<file path="src/rtl/sap_control_sequencer_if.sv">
// SAP-U control bus between the sequencer (master) and the datapath (slave).
// Build option SAP_CTRL_FLAGS_EN adds carry/zero flag inputs and the flags_load strobe.
interface sap_control_sequencer_if #(
  parameter int DATA_WIDTH = 8
);
  logic [DATA_WIDTH-1:0] data_bus;
  logic [DATA_WIDTH-1:0] ir_bus_out;
  logic                  ir_bus_enable_n;
  logic                  reg_a_load_n;
  logic                  reg_a_bus_enable_n;
  logic                  reg_b_load_n;
  logic                  alu_enable_n;
  logic                  alu_subtract;
  logic                  ram_bus_enable_n;
  logic                  ram_write_enable_n;
  logic                  ram_load_mar_reg_n;
  logic                  ram_clear_mar_reg;
  logic                  program_counter_clear_n;
  logic                  program_counter_enable;
  logic                  program_counter_bus_enable_n;
  logic                  jump_n;
  logic [DATA_WIDTH-1:0] out_value;
  logic                  out_valid;
  logic                  halted;
`ifdef SAP_CTRL_FLAGS_EN
  logic                  carry_flag;
  logic                  zero_flag;
  logic                  flags_load;
`endif

  modport master (
    input  data_bus,
`ifdef SAP_CTRL_FLAGS_EN
    input  carry_flag, zero_flag,
    output flags_load,
`endif
    output ir_bus_out, ir_bus_enable_n, reg_a_load_n, reg_a_bus_enable_n, reg_b_load_n,
    output alu_enable_n, alu_subtract, ram_bus_enable_n, ram_write_enable_n, ram_load_mar_reg_n,
    output ram_clear_mar_reg, program_counter_clear_n, program_counter_enable,
    output program_counter_bus_enable_n, jump_n, out_value, out_valid, halted
  );

  modport slave (
    output data_bus,
`ifdef SAP_CTRL_FLAGS_EN
    output carry_flag, zero_flag,
    input  flags_load,
`endif
    input  ir_bus_out, ir_bus_enable_n, reg_a_load_n, reg_a_bus_enable_n, reg_b_load_n,
    input  alu_enable_n, alu_subtract, ram_bus_enable_n, ram_write_enable_n, ram_load_mar_reg_n,
    input  ram_clear_mar_reg, program_counter_clear_n, program_counter_enable,
    input  program_counter_bus_enable_n, jump_n, out_value, out_valid, halted
  );
endinterface

</file>
<file path="src/rtl/sap_control_sequencer.sv">
// SAP-U microcoded sequencer: fetch in T0-T1, execute up to T4; controls are combinational from state.
// run=0 or halted freezes state with idle controls; SAP_CTRL_FLAGS_EN adds JC/JZ and flags_load.
module sap_control_sequencer #(
  parameter int DATA_WIDTH = 8,
  parameter int ADDR_WIDTH = 4
) (
  input  logic                   clk,
  input  logic                   reset,
  input  logic                   run,
  sap_control_sequencer_if.master bus
);

  typedef enum logic [2:0] {T0, T1, T2, T3, T4} step_t;

  typedef struct packed {
    logic ir_bus_enable_n;
    logic reg_a_load_n;
    logic reg_a_bus_enable_n;
    logic reg_b_load_n;
    logic alu_enable_n;
    logic alu_subtract;
    logic ram_bus_enable_n;
    logic ram_write_enable_n;
    logic ram_load_mar_reg_n;
    logic program_counter_enable;
    logic program_counter_bus_enable_n;
    logic jump_n;
`ifdef SAP_CTRL_FLAGS_EN
    logic flags_load;
`endif
  } ctrl_t;

  localparam logic [3:0] OP_LDA = 4'h1;
  localparam logic [3:0] OP_ADD = 4'h2;
  localparam logic [3:0] OP_SUB = 4'h3;
  localparam logic [3:0] OP_STA = 4'h4;
  localparam logic [3:0] OP_LDI = 4'h5;
  localparam logic [3:0] OP_JMP = 4'h6;
  localparam logic [3:0] OP_JC  = 4'h7;
  localparam logic [3:0] OP_JZ  = 4'h8;
  localparam logic [3:0] OP_OUT = 4'hE;
  localparam logic [3:0] OP_HLT = 4'hF;

  step_t                 step_q, step_d;
  logic [DATA_WIDTH-1:0] ir_q, ir_d;
  logic                  halted_q, halted_d;
  logic [DATA_WIDTH-1:0] out_value_q, out_value_d;
  logic                  out_valid_q, out_valid_d;
  logic [3:0]            cur_op, fetch_op, op_now;
  logic                  active;
  ctrl_t                 ctrl;

  assign cur_op   = ir_q[DATA_WIDTH-1 -: 4];
  assign fetch_op = bus.data_bus[DATA_WIDTH-1 -: 4];

  // Final T-state of each opcode; unknown opcodes behave as NOP and end after fetch.
  function automatic step_t last_step(input logic [3:0] op);
    case (op)
      OP_LDA, OP_STA:                 last_step = T3;
      OP_ADD, OP_SUB:                 last_step = T4;
      OP_LDI, OP_JMP, OP_OUT, OP_HLT: last_step = T2;
`ifdef SAP_CTRL_FLAGS_EN
      OP_JC, OP_JZ:                   last_step = T2;
`endif
      default:                        last_step = T1;
    endcase
  endfunction

  always_ff @(posedge clk) begin
    if (reset) begin
      step_q      <= T0;
      ir_q        <= '0;
      halted_q    <= 1'b0;
      out_value_q <= '0;
      out_valid_q <= 1'b0;
    end else begin
      step_q      <= step_d;
      ir_q        <= ir_d;
      halted_q    <= halted_d;
      out_value_q <= out_value_d;
      out_valid_q <= out_valid_d;
    end
  end

  always_comb begin
    step_d      = step_q;
    ir_d        = ir_q;
    halted_d    = halted_q;
    out_value_d = out_value_q;
    out_valid_d = 1'b0;
    ctrl                        = '1;
    ctrl.alu_subtract           = 1'b0;
    ctrl.program_counter_enable = 1'b0;
`ifdef SAP_CTRL_FLAGS_EN
    ctrl.flags_load             = 1'b0;
`endif
    // During T1 the opcode is still on the bus, not yet in IR.
    op_now = (step_q == T1) ? fetch_op : cur_op;
    active = run && !halted_q && !reset;

    if (active) begin
      step_d = (step_q == last_step(op_now)) ? T0 : step_t'(step_q + 3'd1);
      case (step_q)
        T0: begin
          ctrl.program_counter_bus_enable_n = 1'b0;
          ctrl.ram_load_mar_reg_n           = 1'b0;
        end
        T1: begin
          ctrl.ram_bus_enable_n       = 1'b0;
          ctrl.program_counter_enable = 1'b1;
          ir_d                        = bus.data_bus;
        end
        T2: begin
          case (cur_op)
            OP_LDA, OP_ADD, OP_SUB, OP_STA: begin
              ctrl.ir_bus_enable_n    = 1'b0;
              ctrl.ram_load_mar_reg_n = 1'b0;
            end
            OP_LDI: begin
              ctrl.ir_bus_enable_n = 1'b0;
              ctrl.reg_a_load_n    = 1'b0;
            end
            OP_JMP: begin
              ctrl.ir_bus_enable_n = 1'b0;
              ctrl.jump_n          = 1'b0;
            end
`ifdef SAP_CTRL_FLAGS_EN
            OP_JC: begin
              ctrl.ir_bus_enable_n = 1'b0;
              ctrl.jump_n          = ~bus.carry_flag;
            end
            OP_JZ: begin
              ctrl.ir_bus_enable_n = 1'b0;
              ctrl.jump_n          = ~bus.zero_flag;
            end
`endif
            OP_OUT: begin
              ctrl.reg_a_bus_enable_n = 1'b0;
              out_value_d             = bus.data_bus;
              out_valid_d             = 1'b1;
            end
            OP_HLT:  halted_d = 1'b1;
            default: ;
          endcase
        end
        T3: begin
          case (cur_op)
            OP_LDA: begin
              ctrl.ram_bus_enable_n = 1'b0;
              ctrl.reg_a_load_n     = 1'b0;
            end
            OP_ADD, OP_SUB: begin
              ctrl.ram_bus_enable_n = 1'b0;
              ctrl.reg_b_load_n     = 1'b0;
            end
            OP_STA: begin
              ctrl.reg_a_bus_enable_n = 1'b0;
              ctrl.ram_write_enable_n = 1'b0;
            end
            default: ;
          endcase
        end
        T4: begin
          ctrl.alu_enable_n = 1'b0;
          ctrl.reg_a_load_n = 1'b0;
          ctrl.alu_subtract = (cur_op == OP_SUB);
`ifdef SAP_CTRL_FLAGS_EN
          ctrl.flags_load   = 1'b1;
`endif
        end
        default: step_d = T0;
      endcase
    end
  end

  assign bus.ir_bus_out                   = {{(DATA_WIDTH-ADDR_WIDTH){1'b0}}, ir_q[ADDR_WIDTH-1:0]};
  assign bus.ir_bus_enable_n              = ctrl.ir_bus_enable_n;
  assign bus.reg_a_load_n                 = ctrl.reg_a_load_n;
  assign bus.reg_a_bus_enable_n           = ctrl.reg_a_bus_enable_n;
  assign bus.reg_b_load_n                 = ctrl.reg_b_load_n;
  assign bus.alu_enable_n                 = ctrl.alu_enable_n;
  assign bus.alu_subtract                 = ctrl.alu_subtract;
  assign bus.ram_bus_enable_n             = ctrl.ram_bus_enable_n;
  assign bus.ram_write_enable_n           = ctrl.ram_write_enable_n;
  assign bus.ram_load_mar_reg_n           = ctrl.ram_load_mar_reg_n;
  assign bus.ram_clear_mar_reg            = reset;
  assign bus.program_counter_clear_n      = ~reset;
  assign bus.program_counter_enable       = ctrl.program_counter_enable;
  assign bus.program_counter_bus_enable_n = ctrl.program_counter_bus_enable_n;
  assign bus.jump_n                       = ctrl.jump_n;
  assign bus.out_value                    = out_value_q;
  assign bus.out_valid                    = out_valid_q;
  assign bus.halted                       = halted_q;
`ifdef SAP_CTRL_FLAGS_EN
  assign bus.flags_load                   = ctrl.flags_load;
`endif

endmodule

</file>
<file path="src/flat_wrapper.sv">
// flat-port wrapper written by rule: the top's interface ports become plain ports
module sap_control_sequencer_flat 
#(
  parameter int DATA_WIDTH = 8,
  parameter int ADDR_WIDTH = 4
)
  (clk, reset, run, bus_data_bus, bus_ir_bus_out, bus_ir_bus_enable_n, bus_reg_a_load_n, bus_reg_a_bus_enable_n, bus_reg_b_load_n, bus_alu_enable_n, bus_alu_subtract, bus_ram_bus_enable_n, bus_ram_write_enable_n, bus_ram_load_mar_reg_n, bus_ram_clear_mar_reg, bus_program_counter_clear_n, bus_program_counter_enable, bus_program_counter_bus_enable_n, bus_jump_n, bus_out_value, bus_out_valid, bus_halted);
  sap_control_sequencer_if #(.DATA_WIDTH(DATA_WIDTH)) bus_i ();
  input  logic clk;
  input  logic reset;
  input  logic run;
  input wire logic [$bits(bus_i.data_bus)-1:0] bus_data_bus;
  output wire logic [$bits(bus_i.ir_bus_out)-1:0] bus_ir_bus_out;
  output wire logic [$bits(bus_i.ir_bus_enable_n)-1:0] bus_ir_bus_enable_n;
  output wire logic [$bits(bus_i.reg_a_load_n)-1:0] bus_reg_a_load_n;
  output wire logic [$bits(bus_i.reg_a_bus_enable_n)-1:0] bus_reg_a_bus_enable_n;
  output wire logic [$bits(bus_i.reg_b_load_n)-1:0] bus_reg_b_load_n;
  output wire logic [$bits(bus_i.alu_enable_n)-1:0] bus_alu_enable_n;
  output wire logic [$bits(bus_i.alu_subtract)-1:0] bus_alu_subtract;
  output wire logic [$bits(bus_i.ram_bus_enable_n)-1:0] bus_ram_bus_enable_n;
  output wire logic [$bits(bus_i.ram_write_enable_n)-1:0] bus_ram_write_enable_n;
  output wire logic [$bits(bus_i.ram_load_mar_reg_n)-1:0] bus_ram_load_mar_reg_n;
  output wire logic [$bits(bus_i.ram_clear_mar_reg)-1:0] bus_ram_clear_mar_reg;
  output wire logic [$bits(bus_i.program_counter_clear_n)-1:0] bus_program_counter_clear_n;
  output wire logic [$bits(bus_i.program_counter_enable)-1:0] bus_program_counter_enable;
  output wire logic [$bits(bus_i.program_counter_bus_enable_n)-1:0] bus_program_counter_bus_enable_n;
  output wire logic [$bits(bus_i.jump_n)-1:0] bus_jump_n;
  output wire logic [$bits(bus_i.out_value)-1:0] bus_out_value;
  output wire logic [$bits(bus_i.out_valid)-1:0] bus_out_valid;
  output wire logic [$bits(bus_i.halted)-1:0] bus_halted;
  assign bus_i.data_bus = bus_data_bus;
  assign bus_ir_bus_out = bus_i.ir_bus_out;
  assign bus_ir_bus_enable_n = bus_i.ir_bus_enable_n;
  assign bus_reg_a_load_n = bus_i.reg_a_load_n;
  assign bus_reg_a_bus_enable_n = bus_i.reg_a_bus_enable_n;
  assign bus_reg_b_load_n = bus_i.reg_b_load_n;
  assign bus_alu_enable_n = bus_i.alu_enable_n;
  assign bus_alu_subtract = bus_i.alu_subtract;
  assign bus_ram_bus_enable_n = bus_i.ram_bus_enable_n;
  assign bus_ram_write_enable_n = bus_i.ram_write_enable_n;
  assign bus_ram_load_mar_reg_n = bus_i.ram_load_mar_reg_n;
  assign bus_ram_clear_mar_reg = bus_i.ram_clear_mar_reg;
  assign bus_program_counter_clear_n = bus_i.program_counter_clear_n;
  assign bus_program_counter_enable = bus_i.program_counter_enable;
  assign bus_program_counter_bus_enable_n = bus_i.program_counter_bus_enable_n;
  assign bus_jump_n = bus_i.jump_n;
  assign bus_out_value = bus_i.out_value;
  assign bus_out_valid = bus_i.out_valid;
  assign bus_halted = bus_i.halted;
  sap_control_sequencer #(.DATA_WIDTH(DATA_WIDTH), .ADDR_WIDTH(ADDR_WIDTH)) u_core (.clk(clk), .reset(reset), .run(run), .bus(bus_i));
endmodule
</file>
<file path="config.mk">
export PLATFORM = sky130hd
export DESIGN_NAME = sap_control_sequencer_flat
export DESIGN_NICKNAME = d
export VERILOG_FILES = /design/src/rtl/sap_control_sequencer_if.sv /design/src/rtl/sap_control_sequencer.sv /design/src/flat_wrapper.sv
export SDC_FILE = /design/constraint.sdc
export NUM_CORES = 1
export LEC_CHECK = 0
export ABC_CLOCK_PERIOD_IN_PS = 2100
export CORE_MARGIN = 4
export CORE_UTILIZATION = 35
export DETAILED_ROUTE_END_ITERATION = 7
export GPL_TIMING_DRIVEN = 0
export HOLD_SLACK_MARGIN = 0.06
export PLACE_DENSITY = 0.75
export SYNTH_ARGS = -nofsm -noshare
export SYNTH_HDL_FRONTEND = slang
export SYNTH_SLANG_ARGS = --single-unit
</file>
<file path="constraint.sdc">
create_clock -name clk -period 2.1 [get_ports clk]
set_input_delay 0.315 -clock clk [delete_from_list [all_inputs] [get_ports clk]]
set_output_delay 0.315 -clock clk [all_outputs]
set_load 0.01 [all_outputs]
</file>
# Yosys cells after proc, flatten, opt, wreduce, memory -nomap -nowiden
# Memories as Yosys holds them, arrays and structs flattened.
# Index checks and enable logic that the tools add are counted.
# Widths: inputs -> output; s select.
[classes]
n_mul = 0
order_cmp = 0
reduce_logical = 14
n_eq_ne = 13
shifts = 0
bitwise_logic = 3
n_mux = 26
div = 0
add_sub_neg = 1
[ops]
columns = ["op", "count"]
rows = [
  ["$mux 1", 16],
  ["$eq 4x3->1 const B", 3],
  ["$mux 12", 1],
  ["$mux 3", 3],
  ["$eq 4x2->1 const B", 2],
  ["$eq 4x4->1 const B", 2],
  ["$eq 3x2->1 const B", 2],
  ["$pmux 1 s2", 3],
  ["$reduce_and 3->1", 2],
  ["$reduce_or 3->1", 2],
  ["$reduce_or 6->1", 1],
  ["$reduce_or 5->1", 1],
  ["$eq 4x1->1 const B", 1],
  ["$mux 4", 1],
  ["$reduce_or 4->1", 1],
  ["$add 3x1->3 const B", 1],
  ["$eq 3x1->1 const B", 1],
  ["$eq 3x3->1", 1],
  ["$eq 3x3->1 const B", 1],
  ["$logic_not 3->1", 1],
  ["$not 1->1", 3],
  ["$pmux 1 s3", 1],
  ["$logic_and 1x1->1", 2],
  ["$logic_not 1->1", 2],
  ["3 further kinds", 3],
]
[totals]
n_memories = 1
inputBits = 11
ff_bits = 21
ram_bits = 0
romBits = 48
latch_bits = 0
output_inout_bits = 32
wordCells = 63
[memory_table]
columns = ["memory", "words", "word_bits", "read_ports", "rd_ports_with_merged_regs", "write_ports", "line_no", "rtl"]
rows = [
  ["(no name shown)", 16, 3, 1, 0, 0, "sap_control_sequencer.sv:58", "case (op)"],
]

# Logic depth before layout (Yosys ltp)
# Gate-level depths: netlist of the first run.
[depth]
word_depth = 7
depth_mapped = 10
depth_no_buf = 8

# Least setup slack after synthesis of the first run
# OpenSTA, ideal clock, no wires.
[synth_path]
kind = "flip-flop to flip-flop"
from = "register u_core.step_q[1]"
to = "register u_core.step_q[2]"
stages_incl_launch_ff = 11
path_slack_ns = -0.051
setup_time_ns = 0.087
required_time_ns = 2.013
n_path_buf = 2
arrival_time_ns = 2.064
period_less_slack_ns = 2.151
cell_sequence = "dfxtp_1 > clkbuf_1 > inv_1 > ha_1 > nor2b_4 > buf_6 > mux2_4 > a221oi_4 > xnor2_1 > nor2_2 > o31ai_1"
[synth_between]
elab_chain_cells = 7
elab_cells_between_ends = 13
classes_between = "1 x add/sub; 5 x eq/ne; 4 x mux; 2 x reduce/logical; 1 x memory"
[synth_rtl]
columns = ["item", "line_no", "rtl"]
rows = [
  ["start, declared", "sap_control_sequencer.sv:44", "step_t step_q, step_d;"],
  ["start signal, assigned", "sap_control_sequencer.sv:77", "step_q <= step_d;"],
  ["$eq 3x1->1", "sap_control_sequencer.sv:98, sap_control_sequencer.sv:103", ""],
  ["$mux 4", "sap_control_sequencer.sv:98", "op_now = (step_q == T1) ? fetch_op : cur_op;"],
  ["$mem_v2 16x3", "n/a", ""],
  ["$mux 3", "sap_control_sequencer.sv:101", "if (active) begin"],
  ["$eq 3x3->1", "sap_control_sequencer.sv:102", "step_d = (step_q == last_step(op_now)) ? T0 : step_t'(step_q + 3'd1);"],
  ["$mux 3", "sap_control_sequencer.sv:102", ""],
  ["$mux 3 *", "sap_control_sequencer.sv:103", "case (step_q)"],
]
# Mark *: on every way between the ends. The rest lies on a longest branch, timed or not. The select of a mux whose other input is x is not followed.
# A chain may end at the register's enable or synchronous reset.

# Worst setup path in the final report of the first run
[layout_path]
from = "register u_core.step_q[0]"
to = "output bus_reg_a_load_n"
[layout_between]
elab_chain_cells = 3
elab_cells_between_ends = 5
classes_between = "3 x eq/ne; 2 x mux"
[layout_rtl]
columns = ["item", "line_no", "rtl"]
rows = [
  ["$eq 3x3->1 or $eq 3x2->1 (tied branches)", "sap_control_sequencer.sv:103", ""],
  ["$pmux 1 s3 *", "sap_control_sequencer.sv:103", ""],
  ["$mux 12 *", "sap_control_sequencer.sv:101", ""],
  ["end, declared", "flat_wrapper.sv:15", "output wire logic [$bits(bus_i.reg_a_load_n)-1:0] bus_reg_a_load_n;"],
]
# Mark *: on every way between the ends. The rest lies on a longest branch, timed or not.

==> results of run 1 <==
[repair_timing]
| action | in CTS | in global routing |
|---|---|---|
| buffers inserted | 12 | 2 |
| endpoints found under the setup margin | 15 | 10 |
| gates resized for setup | 51 | 15 |
| pin swaps | 9 | 11 |
[worst min-delay path, cell delays in order]
cell,delay [ns]
clkbuf_2,0.16
nand2_1,0.09
a21oi_1,0.05
[final timing paths]
kind / from / endpoint / slack, ns / depth (start not counted)
worst min-delay path: bus_data_bus[5] / u_core.ir_q[5] / 0.39 / 3
worst max register to register: u_core.step_q[1] / u_core.step_q[2] / 0.05 / 10
worst max-delay path: u_core.step_q[0] / bus_reg_a_load_n / -0.04 / 9
worst min register to register: u_core.ir_q[1] / u_core.ir_q[1] / 0.46 / 2
[sequential cells by signal, summed over array words and instances, names as in the netlist]
name	flops
u_core.bus.out_value	8
u_core.ir_q	8
u_core.step_q	3
u_core.bus.halted	1
u_core.bus.out_valid	1
[power by group]
part	internal (µW)	switching, µW	leakage, µW	total [µW]
clock	135	137	0.0000228	272
sequential	408	13.2	0.000172	422
combinational	164	160	0.000606	324
[routing by layer]
metal / global-route usage / part of all wire
met1: 0.1943 / 0.44
met3: 0.02632 / 0.064
met4: 0.03967 / 0.016
met5: 0 / 0
met2: 0.2459 / 0.48
[layout by cell type, fill, tap and decap left out, types with 5 or more instances in the layout]
cell,count
nand2_1,27
clkdlybuf4s50_1,25
buf_4,22
nor2_1,19
dfxtp_1,17
a21oi_1,10
mux2i_1,8
dlygate4sd2_1,8
buf_6,6
inv_1,5
nor3_1,5
nand2b_1,5
[Yosys cell counts (2+ instances only)]
cell type	n	area share
o2111ai_1	2	0.012
inv_1	7	0.018
o211ai_1	2	0.010
nor2b_1	2	0.0087
nor3b_1	2	0.010
nor3_1	5	0.017
dfxtp_1	21	0.29
nand2b_1	5	0.022
nand3_1	2	0.0070
nand2_1	29	0.076
clkbuf_1	3	0.0079
buf_2	3	0.010
a211oi_1	3	0.016
o31ai_1	3	0.016
nand3b_1	2	0.010
buf_4	12	0.063
a21oi_1	10	0.035
mux2i_1	9	0.063
nor2_1	19	0.050
o21ai_0	6	0.021
ha_1	5	0.044
a31oi_1	2	0.0087
[logic make-up after synthesis]
| group | share of synthesized area |
|---|---|
| and+or+nand+nor | 0.2858 |
| muxes | 0.08129 |
| DFF | 0.2937 |
| other | 0.002620 |
| xor gates and xnor gates | 0.006120 |
| adders and majority gates | 0.04371 |
| buffers and inverters | 0.1136 |
| AOI/OAI and AO/OA | 0.1731 |
[stage by stage]
| stage | utilization | instances | hold WS, ns | instance area, µm² |
|---|---|---|---|---|
| after floorplan | - | 184 | 0.4367 | 1444 |
| after global placement | 0.4934 | 269 | 0.4436 | 1874 |
| after detailed placement | 0.4934 | 269 | 0.4520 | 1874 |
| after CTS | 0.5534 | 285 | 0.3942 | 2102 |
| after global routing | 0.5655 | 286 | 0.4431 | 2148 |
| final | 0.5655 | 286 | 0.3948 | 2148 |
[final cells by class]
| cell class | count | area, µm² |
|---|---|---|
| multi-input combinational | 135 | 954.7 |
| tap | 48 | 60.06 |
| buffer | 20 | 153.9 |
| fill | 359 | 1650 |
| timing repair buffer | 50 | 456.7 |
| inverter | 8 | 45.04 |
| clock buffer | 4 | 45.04 |
| sequential | 21 | 432.9 |
==> metrics, run 1 <==
status=finished, violations left; failing checks=negative setup slack; CP max FO=4; CTS tree=done; Tcrit/Tclk final=1.020; Final setup viols=2; ANT cells=0; Chip Width=71.95 µm; initial core utilization=0.3768; First DRT Iteration DRCs=49; leakage=about 0.0008 µW; Buf+Inv Stages, Crit Path=3; Routed WL=~3800 µm; DRC errors left=0; CTS buffer count=3; wire per inst=13.45 µm; highest clock rate=between 0.4 and 0.5 GHz; initial antenna violation count=0; final antenna-violating net count=0; vias in the first global route=1,308; CP peak stage delay=0.38 ns; Post-synth top flop=dfxtp_1; Crit Path Category=reg -> out; Nets=between 200 and 300; CTS hold repair buffers=0; RSZ-0062 raised after global routing=true; Max stage delay cell, worst path=dfxtp_4; Syn-to-layout area delta=50.09%; die span in y=just over 70 µm; total clock sinks=21; Worst Setup End Kind=primary output; Max Cap Violations=0; CP cell instances=inv_6, ha_4, and2b_2, buf_6, a211oi_2, a21oi_1, nor3_1, nor2_1, buf_2; cell count after synthesis=about 180; Pwr Total=between 1000 and 1500 µW; largest net degree at the start of global routing=12; Place WS=-0.7363 ns; asr flop ratio synth=0; Clock Latency Late Sink=0.26 ns; estimated wirelength of the detail-placed design=approximately 2600 µm; fin crit period=approximately 2.1 ns; synth warn=0; PwrDens=473.9 nW/µm²; Peak VDD IR=0.0003199 V; H-tree levels=1; sum of negative setup slack=-0.04351 ns; Critical Path RT=about 1.8 ns; share of layout cells above drive strength 1=0.2731; root buffer cell=clkbuf_8; IO Pins=43; global-route wire length before repair=between 6000 and 7000 µm; drt pass-1 iters=4; Post-synth EDFFs=0; Longest Clk Path Bufs=2; final worst slack=-0.04182 ns; #FFs+latches synth=21; I/O Buffers=37; Cell variety after synth=just under 50; Clock Pin Slew Worst Setup and Hold Paths=around 0.080 ns; sequential fraction of the synthesis area=0.2937; CP delay by family, top=simple AND/OR/NAND/NOR gates; vias=1,428; gpl congestion=roughly 0.82; Final Max Tran Viols=0; worst path arrival time=1.83 ns; Cell Area, Synth=between 1000 and 1500 µm²; Mapped Avg Cell Area=between 7 and 8 µm²; Final Hold Fails=0; Worst setup SP type=register; GRT Total Usage=0.1470; Hold Crit Class=in -> reg; Post-Route Skew=about 0.0057 ns; vias per cell=roughly 5.0; die footprint=about 5200 µm²; core area=~3800 µm²; row cnt=22; total gr overflow=0
Power figures use the tool's default switching activity.
==> inputs of run 2 (changes only) <==
--- a/config.mk
+++ b/config.mk
@@ -5,13 +5,14 @@
 export SDC_FILE = /design/constraint.sdc
 export NUM_CORES = 1
 export LEC_CHECK = 0
-export ABC_CLOCK_PERIOD_IN_PS = 2100
+export ABC_CLOCK_PERIOD_IN_PS = 2600
 export CORE_MARGIN = 4
-export CORE_UTILIZATION = 35
+export CORE_UTILIZATION = 50
 export DETAILED_ROUTE_END_ITERATION = 7
 export GPL_TIMING_DRIVEN = 0
 export HOLD_SLACK_MARGIN = 0.06
-export PLACE_DENSITY = 0.75
+export PLACE_DENSITY = 0.94
+export SLEW_MARGIN = 20
 export SYNTH_ARGS = -nofsm -noshare
 export SYNTH_HDL_FRONTEND = slang
 export SYNTH_SLANG_ARGS = --single-unit
==> constraint.sdc (replaced) <==
create_clock -name clk -period 2.6 [get_ports clk]
set_input_delay 0.39 -clock clk [delete_from_list [all_inputs] [get_ports clk]]
set_output_delay 0.39 -clock clk [all_outputs]
set_load 0.01 [all_outputs]
==> run 2 against run 1 <==
The run now ends clean. Non-clock buffer count is 8 lower. Sequential share of layout area is 1.5 points higher. Worst hold slack better by 0.024 ns. Wire length is 9.3% lower. Power is 30% lower. Cell area is 9.0% lower. Combinational power is 34% lower. Final cell count is 8.7% lower. Global-route usage is 5.3 points higher. Critical path type is now in -> out. Critical endpoint is now bus_jump_n. Largest power group unchanged. Highest routed layer unchanged.
==> metrics, run 2 (synthesized netlist as in run 1, its figures left out) <==
Nets=247; M2 GR Usage=0.3199; initial core utilization=0.5191; final antenna-violating net count=0; Max Cap Violations=0; final worst slack=just under 0.05 ns; Worst setup SP type=primary input; reg2reg end=u_core.step_q[2]; highest clock rate=roughly 0.39 GHz; Final Util=0.7087; worst path arrival time=approximately 2.2 ns; Longest Clk Path Bufs=2; H-tree levels=1; Final setup viols=0; vias in the first global route=between 1,000 and 1,500; Worst R2R Path Depth=10; PwrDens=approximately 370 nW/µm²; leakage=about 0.00075 µW; reg2reg start=u_core.step_q[1]; row cnt=19; die span in y=a little over 60 µm; vias per cell=5.402; CTS buffer count=3; die footprint=3783 µm²; fillcell total=~240; total clock sinks=21; First DRT Iteration DRCs=60; met1 GRT Util=0.2680; Chip Width=between 60 and 70 µm; Slew @ Worst Pin=0.5296 ns; busiest layer in global routing=met2; Hold Crit Class=in -> reg; Worst Setup End Kind=primary output; Tcrit/Tclk final=0.9812; ANT cells=0; most common cell after layout, fill and taps aside=clkdlybuf4s50_1; I/O Buffers=37; relative slew slack=0.6469; vias=between 1,000 and 1,500; fin crit period=roughly 2.6 ns; status=completed; Register-to-Register Setup Slack=about 0.30 ns; core area=between 2000 and 3000 µm²; Clock Latency Late Sink=between 0.3 and 0.4 ns; total gr overflow=0; root buffer cell=clkbuf_4; Critical Path RT=approximately 2.2 ns; Final Hold Fails=0; Peak VDD IR=between 0.0004 and 0.0005 V; initial antenna violation count=0; RSZ-0062 raised after global routing=true; gpl congestion=between 0.9 and 1; Place WS=-0.4024 ns; share of layout cells above drive strength 1=0.1826; hold path depth=3; Routed WL=between 3000 and 4000 µm; CTS hold repair buffers=0; drt pass-1 iters=4; DRC errors left=0; Worst Hold Margin=approximately 0.42 ns; largest net degree at the start of global routing=12; GRT Total Usage=0.2003; IO Pins=43; estimated wirelength of the detail-placed design=2507 µm; Clock Pin Slew Worst Setup and Hold Paths=between 0.1 and 0.15 ns; Hold EP=u_core.ir_q[5]; HP Start=bus_data_bus[5]; Post-Route Skew=roughly 0.011 ns; Crit Path Category=in -> out; most frequent cells in the layout=clkdlybuf4s50_1, nand2_1, nor2_1, dfxtp_1, buf_4; wire per inst=13.36 µm; Final Max Tran Viols=0; global-route wire length before repair=roughly 5700 µm; Placed Cells=252; post-route insts no fill=around 260; met3 usage=0.03564; CTS tree=done; CP max FO=5; Syn-to-layout area delta=36.54%
run 2: changes by cell type in the layout (fill, tap and decap cells not counted), sizes merged:
cell and change:
buf -11, clkdlybuf4s15 -1, clkdlybuf4s50 +6, dlygate4sd2 -5
dlymetal6s2s +3
run 2: cell type report:
class | instances | area [µm²] | area share
Buffer | 20 | 136.4 | 0.06978
Clock buffer | 4 | 26.28 | 0.01344
Inverter | 8 | 35.03 | 0.01793
Multi-Input combinational cell | 135 | 879.6 | 0.4501
Sequential cell | 21 | 422.9 | 0.2164
Tap cell | 31 | 38.79 | 0.01985
Timing Repair Buffer | 42 | 415.4 | 0.2125
run 2: per-stage QoR:
| step | setup TNS (ns) | cell area, µm² | power [µW] |
|---|---|---|---|
| CTS | 0 | 1921 | 707.9 |
| detailed placement | -1.139 | 1852 | 544.1 |
| floorplan | 0 | 1443 | 484.1 |
| finish | 0 | 1954 | 713.8 |
| global route | -0.02802 | 1954 | 754.2 |
| global placement | -1.085 | 1852 | 540.9 |
run 2: timing repair:
item | 4_1_cts | 5_1_grt
gates resized for setup | 11 | 8
setup buffers | 3 | 2
pin swaps | 1 | 0
setup endpoints to repair | 5 | 7
gates cloned | 0 | 0
run 2: power breakdown:
group | internal [µW] | switching (µW) | total, µW
clock | 60.0 | 101 | 161
sequential | 331 | 8.49 | 339
combinational | 104 | 110 | 214
total | 495 | 219 | 714
run 2: worst max path at each step:
stage	from	end	slack, ns	cells past startpoint
final	run	bus_jump_n	0.05	6
after floorplan	u_core.step_q[1]	u_core.step_q[2]	0.45	10
after global routing	run	bus_reg_a_load_n	-0.03	9
after CTS	u_core.step_q[2]	bus_reg_a_bus_enable_n	0.008	7
after global placement	reset	bus_reg_a_load_n	-0.37	8
after detailed placement	reset	bus_reg_a_load_n	-0.40	8
run 2: per-layer routing:
layer,vias up,part of all wire
li1,706,-
met1,655,0.46
met2,42,0.48
met3,7,0.052
met4,0,0.014
met5,-,0
run 2: critical path: stages:
cell             delay [ns]
clkdlybuf4s50_1        0.48
nor3b_4                0.29
buf_4                  0.17
nand2_2                0.07
or4_1                  0.46
dlygate4sd2_1          0.29
